### src/rtl/cfg_burst_gen.sv
// cfg_burst_gen: splits a configured copy into boundary-safe AXI read/write bursts and tracks write completion
module cfg_burst_gen #(
  parameter int BEAT_BYTES      = 8,
  parameter int MAX_BURST       = 16,
  parameter int BOUNDARY        = 4096,
  parameter int MAX_OUTSTANDING = 8
) (
  input  logic        ACLK,
  input  logic        ARESET,
  input  logic        CONFIG_VALID,
  output logic        CONFIG_READY,
  input  logic [31:0] CONFIG_CMD,
  input  logic [31:0] CONFIG_SRC,
  input  logic [31:0] CONFIG_DEST,
  input  logic [31:0] CONFIG_LEN,
  output logic        RD_CMD_VALID,
  input  logic        RD_CMD_READY,
  output logic [31:0] RD_CMD_ADDR,
  output logic [7:0]  RD_CMD_LEN,
  output logic        WR_CMD_VALID,
  input  logic        WR_CMD_READY,
  output logic [31:0] WR_CMD_ADDR,
  output logic [7:0]  WR_CMD_LEN,
  input  logic        WR_DONE,
  output logic        ERR_UNDERFLOW
);
  localparam int SH = $clog2(BEAT_BYTES);
  localparam int OW = $clog2(MAX_OUTSTANDING + 1);
  localparam logic [31:0] AMASK = ~32'(BEAT_BYTES - 1);
  typedef enum logic [1:0] {IDLE, RUN, DRAIN} state_t;
  function automatic logic [31:0] burst(input logic [31:0] a, input logic [31:0] r);
    logic [31:0] b;
    b = (32'(BOUNDARY) - (a & 32'(BOUNDARY - 1))) >> SH;
    b = b < 32'(MAX_BURST) ? b : 32'(MAX_BURST);
    return r < b ? r : b;
  endfunction
  state_t state_q, state_d;
  logic rd_valid_q, rd_valid_d, wr_valid_q, wr_valid_d, err_q, err_d;
  logic [31:0] rd_cmd_addr_q, rd_cmd_addr_d, wr_cmd_addr_q, wr_cmd_addr_d;
  logic [7:0] rd_cmd_len_q, rd_cmd_len_d, wr_cmd_len_q, wr_cmd_len_d;
  logic [31:0] rd_addr_q, rd_addr_d, rd_rem_q, rd_rem_d, wr_addr_q, wr_addr_d, wr_rem_q, wr_rem_d;
  logic [OW-1:0] out_q, out_d;
  logic accept, go, rd_hs, wr_hs, rd_next, wr_next, wr_ok, rd_load, wr_load, under;
  logic [31:0] beats, rd_base, rd_left, rd_b, wr_base, wr_left, wr_b;
  logic unused_cmd;
  assign unused_cmd = ^CONFIG_CMD[31:1];
  always_comb begin
    accept = CONFIG_VALID && state_q == IDLE;
    beats = CONFIG_LEN >> SH;
    go = accept && CONFIG_CMD[0] && beats != 0;
    rd_hs = rd_valid_q && RD_CMD_READY;
    wr_hs = wr_valid_q && WR_CMD_READY;
    under = WR_DONE && !wr_hs && out_q == '0;
    out_d = (wr_hs && !WR_DONE) ? out_q + 1'b1 : (!wr_hs && WR_DONE && out_q != '0) ? out_q - 1'b1 : out_q;
    err_d = under || (err_q && !accept);
    // *_addr_q/*_rem_q hold what is left after the command currently presented
    rd_base = go ? CONFIG_SRC & AMASK : rd_addr_q;
    rd_left = go ? beats : rd_rem_q;
    rd_b = burst(rd_base, rd_left);
    rd_next = go || (state_q == RUN && (!rd_valid_q || RD_CMD_READY));
    rd_load = rd_next && rd_left != 0;
    rd_valid_d = rd_next ? rd_left != 0 : rd_valid_q;
    rd_cmd_addr_d = rd_load ? rd_base : rd_cmd_addr_q;
    rd_cmd_len_d = rd_load ? 8'(rd_b - 1) : rd_cmd_len_q;
    rd_addr_d = rd_load ? rd_base + (rd_b << SH) : rd_addr_q;
    rd_rem_d = rd_load ? rd_left - rd_b : rd_rem_q;
    // throttle is only consulted when a fresh command would be presented
    wr_base = go ? CONFIG_DEST & AMASK : wr_addr_q;
    wr_left = go ? beats : wr_rem_q;
    wr_b = burst(wr_base, wr_left);
    wr_next = go || (state_q == RUN && (!wr_valid_q || WR_CMD_READY));
    wr_ok = go || out_d != OW'(MAX_OUTSTANDING);
    wr_load = wr_next && wr_left != 0 && wr_ok;
    wr_valid_d = wr_next ? wr_left != 0 && wr_ok : wr_valid_q;
    wr_cmd_addr_d = wr_load ? wr_base : wr_cmd_addr_q;
    wr_cmd_len_d = wr_load ? 8'(wr_b - 1) : wr_cmd_len_q;
    wr_addr_d = wr_load ? wr_base + (wr_b << SH) : wr_addr_q;
    wr_rem_d = wr_load ? wr_left - wr_b : wr_rem_q;
    state_d = go ? RUN
            : (state_q == RUN && rd_rem_q == 0 && wr_rem_q == 0 && !rd_valid_q && !wr_valid_q) ? DRAIN
            : (state_q == DRAIN && out_d == '0) ? IDLE
            : state_q;
  end
  always_ff @(posedge ACLK or posedge ARESET) begin
    if (ARESET) begin
      state_q <= IDLE;
      rd_valid_q <= 1'b0;
      wr_valid_q <= 1'b0;
      err_q <= 1'b0;
      rd_cmd_addr_q <= '0;
      rd_cmd_len_q <= '0;
      wr_cmd_addr_q <= '0;
      wr_cmd_len_q <= '0;
      rd_addr_q <= '0;
      rd_rem_q <= '0;
      wr_addr_q <= '0;
      wr_rem_q <= '0;
      out_q <= '0;
    end else begin
      state_q <= state_d;
      rd_valid_q <= rd_valid_d;
      wr_valid_q <= wr_valid_d;
      err_q <= err_d;
      rd_cmd_addr_q <= rd_cmd_addr_d;
      rd_cmd_len_q <= rd_cmd_len_d;
      wr_cmd_addr_q <= wr_cmd_addr_d;
      wr_cmd_len_q <= wr_cmd_len_d;
      rd_addr_q <= rd_addr_d;
      rd_rem_q <= rd_rem_d;
      wr_addr_q <= wr_addr_d;
      wr_rem_q <= wr_rem_d;
      out_q <= out_d;
    end
  end
  assign CONFIG_READY = state_q == IDLE;
  assign RD_CMD_VALID = rd_valid_q;
  assign RD_CMD_ADDR = rd_cmd_addr_q;
  assign RD_CMD_LEN = rd_cmd_len_q;
  assign WR_CMD_VALID = wr_valid_q;
  assign WR_CMD_ADDR = wr_cmd_addr_q;
  assign WR_CMD_LEN = wr_cmd_len_q;
  assign ERR_UNDERFLOW = err_q;
endmodule

### config.mk
export PLATFORM = sky130hd
export DESIGN_NAME = cfg_burst_gen
export DESIGN_NICKNAME = d
export VERILOG_FILES = /design/src/rtl/cfg_burst_gen.sv
export SDC_FILE = /design/constraint.sdc
export NUM_CORES = 1
export LEC_CHECK = 0
export CORE_UTILIZATION = 57
export CTS_CLUSTER_SIZE = 30
export DETAILED_ROUTE_END_ITERATION = 10
export GPL_TIMING_DRIVEN = 0
export PLACE_DENSITY = 0.93
export SYNTH_ARGS = -nofsm -noshare
export SYNTH_HDL_FRONTEND = slang
export SYNTH_SLANG_ARGS = --single-unit
### constraint.sdc
create_clock -name ACLK -period 9 [get_ports ACLK]
set_input_delay 0.9 -clock ACLK [delete_from_list [all_inputs] [get_ports ACLK]]
set_output_delay 0.9 -clock ACLK [all_outputs]
set_load 0.02 [all_outputs]
==> run metrics <==
Main synth FF type dfrtp_1; largest net degree at the start of global routing 126; status finished clean; deepest clock path buffer count 3; H-tree depth 1; IO Pins 218; register area share after synthesis 33.6%; Final ANT Viol Nets 0; hold endpoint RD_CMD_ADDR[31]; port bufs 176; Leakage 9.04 nW; Ys Warns 0; 1st-pass router iterations 8; CTS clk-pin slew, worst paths roughly 0.06 ns; Startpoint Class input port; placeable core area about 0.027 mm2; WS Path Type input port to flip-flop; WL final between 50000 and 60000 um; first-pass GRT wire length roughly 86000 um; number of setup violations in the final report 0; class of the worst hold path flip-flop to flip-flop; crit path max fanout 10; hold path start RD_CMD_ADDR[31]; CP required 9.41 ns; Mean Syn Cell Area 8.21 um2; routed via count between 15000 and 20000; FF-to-FF Start state_q[0]; CTS tree yes; commonest non-fill, non-tap cells in the layout nand2_1, dfrtp_1, clkdlybuf4s50_1; synth unique cells 82; vias in the first global route 15920; PnR Total Power 2.26 mW; GPL Wtd Cong 1.06; Clk pwr share 49.3%; fin crit period 8.80 ns; die width 168 um; synthesized flop and latch total between 200 and 250; Die Y-Extent approximately 170 um; minimum setup slack among reg-to-reg paths 1.02 ns; ANT cells 0; top cell type's share of synthesized area between 30 and 40%; Synth area leader dfrtp_1; layout cells sized above 1 a little under a tenth; initial antenna violation count 0; Final nets between 2000 and 2500; P per Cell Area 118 mW/mm2; Async S/R FF share, synth 100%; arrival time at the worst endpoint 9.21 ns; total CTS buffers 27; Root Driver clkbuf_16; initial core utilization 58.2%; ranking of synthesized cells by area dfrtp_1, nand2_1, ha_1; Worst Hold Depth 1; R2R depth 31; Critical-path top delay cell clkdlybuf4s50_1; Fin. Hold Viols 0; sw frac 25.3%; DR iter-0 viols around 1900; cells after synthesis about 1900; most common cell after layout, fill and taps aside nand2_1; Comb power frac 7.6%; num rows 60; Sink Count 211; DIE AREA roughly 0.028 mm2; Net Sw Power 0.572 mW; Worst path max stage delay 0.57 ns; Max Slew Vio Count 0; final core occ 70.9%; period utilization 97.7%; EDFF count, synth 0; crit end category flip-flop; DRC violations left 0; f_max 0.114 GHz; drt wl/cell between 20 and 25 um; FF-to-FF End rd_addr_q[30]; Max VDD drop 0.139 mV; GRT overflow 0; Worst Tran Pin Value 1.26 ns; Layout area overhead 21.9%; clk_lat worst skew 0.55 ns; mapped cell area 0.0157 mm2; Most Frequent Cell on Critical Path a211o_1; via/cell ratio between 6 and 7; Tot GR Track Use 38.7%; DP HPWL 40700 um; power share of the sequential group 43.0%; Internal Power 1.69 mW; Max-slew headroom 15.3%; Setup Skew 0.0110 ns; max_cap viols 0
## cells by family after synthesis
logic type,after synthesis,synth area share [%]
adder cells (fa/ha/maj),99,8.05
multiplexers,89,6.17
buffers and inverters,155,4.35
XOR/XNOR,84,4.68
other,2,0.0478
AND/OR/NAND/NOR,755,22.2
flip-flops,211,33.6
AO/OA/AOI/OAI,520,21.0
## state kept, by name, summed over array words and instances, names as in the netlist, 4 cells and up
name and flops:
RD_CMD_ADDR 32, out_q 4, wr_addr_q 32, rd_addr_q 29, RD_CMD_LEN 8, WR_CMD_ADDR 29
WR_CMD_LEN 8, wr_rem_q 32, rd_rem_q 32
## power groups by stage
stage	combinational [mW]	clock, mW	sequential (mW)
floorplan	0.0821	0	0.988
global route	0.187	1.15	0.972
finish	0.172	1.11	0.971
CTS	0.169	1.11	0.971
detailed placement	0.167	0	0.988
global placement	0.158	0	0.987
## critical path, delay by kind of cell
kind	cells	cell delay, ns
AO/OA/AOI/OAI	16	4.02
buffers and inverters	6	1.78
AND/OR/NAND/NOR	5	1.01
multiplexers	2	0.76
adder cells (fa/ha/maj)	2	0.69
## metal layers
metal	wire length, um	share of wire, %	track usage (%)
met5	0	0	0
met4	3390	6.1	22.2
met3	5590	10	6.82
met2	24900	45	61.8
met1	21600	39	49.7
## cell usage after synthesis (5+ instances only)
| master | instances |
|---|---|
| nor3_1 | 54 |
| or4_1 | 10 |
| buf_4 | 8 |
| and3_1 | 13 |
| mux2_2 | 60 |
| nor4_1 | 19 |
| buf_1 | 9 |
| o21ai_0 | 166 |
| nand2b_1 | 28 |
| buf_2 | 27 |
| a21oi_1 | 126 |
| nor2b_1 | 18 |
| ha_1 | 94 |
| mux2i_1 | 28 |
| clkbuf_1 | 41 |
| a21o_1 | 42 |
| a21boi_0 | 8 |
| o22a_1 | 5 |
| a211o_1 | 9 |
| nand4_1 | 21 |
| o31ai_1 | 9 |
| nor2_1 | 129 |
| o21a_1 | 17 |
| a31oi_1 | 14 |
| o311ai_0 | 5 |
| nor3b_1 | 5 |
| buf_6 | 5 |
| or3_1 | 10 |
| xor2_1 | 36 |
| xnor2_1 | 48 |
| and2_1 | 15 |
| o211ai_1 | 10 |
| inv_1 | 63 |
| o21bai_1 | 16 |
| a211oi_1 | 29 |
| nand3_1 | 31 |
| nand2_1 | 372 |
| a22oi_1 | 5 |
| o221a_2 | 8 |
| dfrtp_1 | 211 |
## worst max-delay path by stage
| stage | startpoint | slack, ns | endpoint |
|---|---|---|---|
| final | CONFIG_LEN[28] | 0.20 | rd_addr_q[30] |
| after global routing | CONFIG_LEN[28] | -0.03 | rd_addr_q[30] |
| after CTS | CONFIG_LEN[26] | 0.009 | rd_addr_q[31] |
| after detailed placement | CONFIG_LEN[14] | -1.42 | rd_addr_q[31] |
| after global placement | CONFIG_LEN[14] | -1.21 | rd_addr_q[30] |
| after floorplan | CONFIG_LEN[25] | 1.45 | rd_addr_q[30] |
## metrics by stage
step	TNS (ns)	hold slack [ns]	instance area [um2]	setup slack [ns]	cells
after CTS	0	0.478	19100	0.00927	2527
after detailed placement	-46.72	0.465	18100	-1.42	2477
after global placement	-146.84	0.463	18100	-1.21	2476
after global routing	-0.0375	0.499	19200	-0.0335	2529
after floorplan	0	0.448	15900	1.45	1959
final	0	0.475	19200	0.203	2529
## area by class of cell
| class | count | area [um2] |
|---|---|---|
| Buffer | 90 | 447 |
| Clock buffer | 30 | 697 |
| Clock inverter | 19 | 200 |
| Fill cell | 2067 | 7860 |
| Inverter | 65 | 251 |
| Multi-Input combinational cell | 1593 | 10000 |
| Sequential cell | 211 | 5280 |
| Tap cell | 341 | 427 |
| Timing Repair Buffer | 180 | 1820 |
## timing repair
| action | in CTS | in global routing |
|---|---|---|
| endpoints found under the setup margin | 41 | 61 |
| resized for setup | 9 | 27 |
| hold buffers | 0 | 0 |
| pin swaps | 1 | 4 |
| setup buffers | 1 | 2 |
Power figures use the tool's default switching activity.
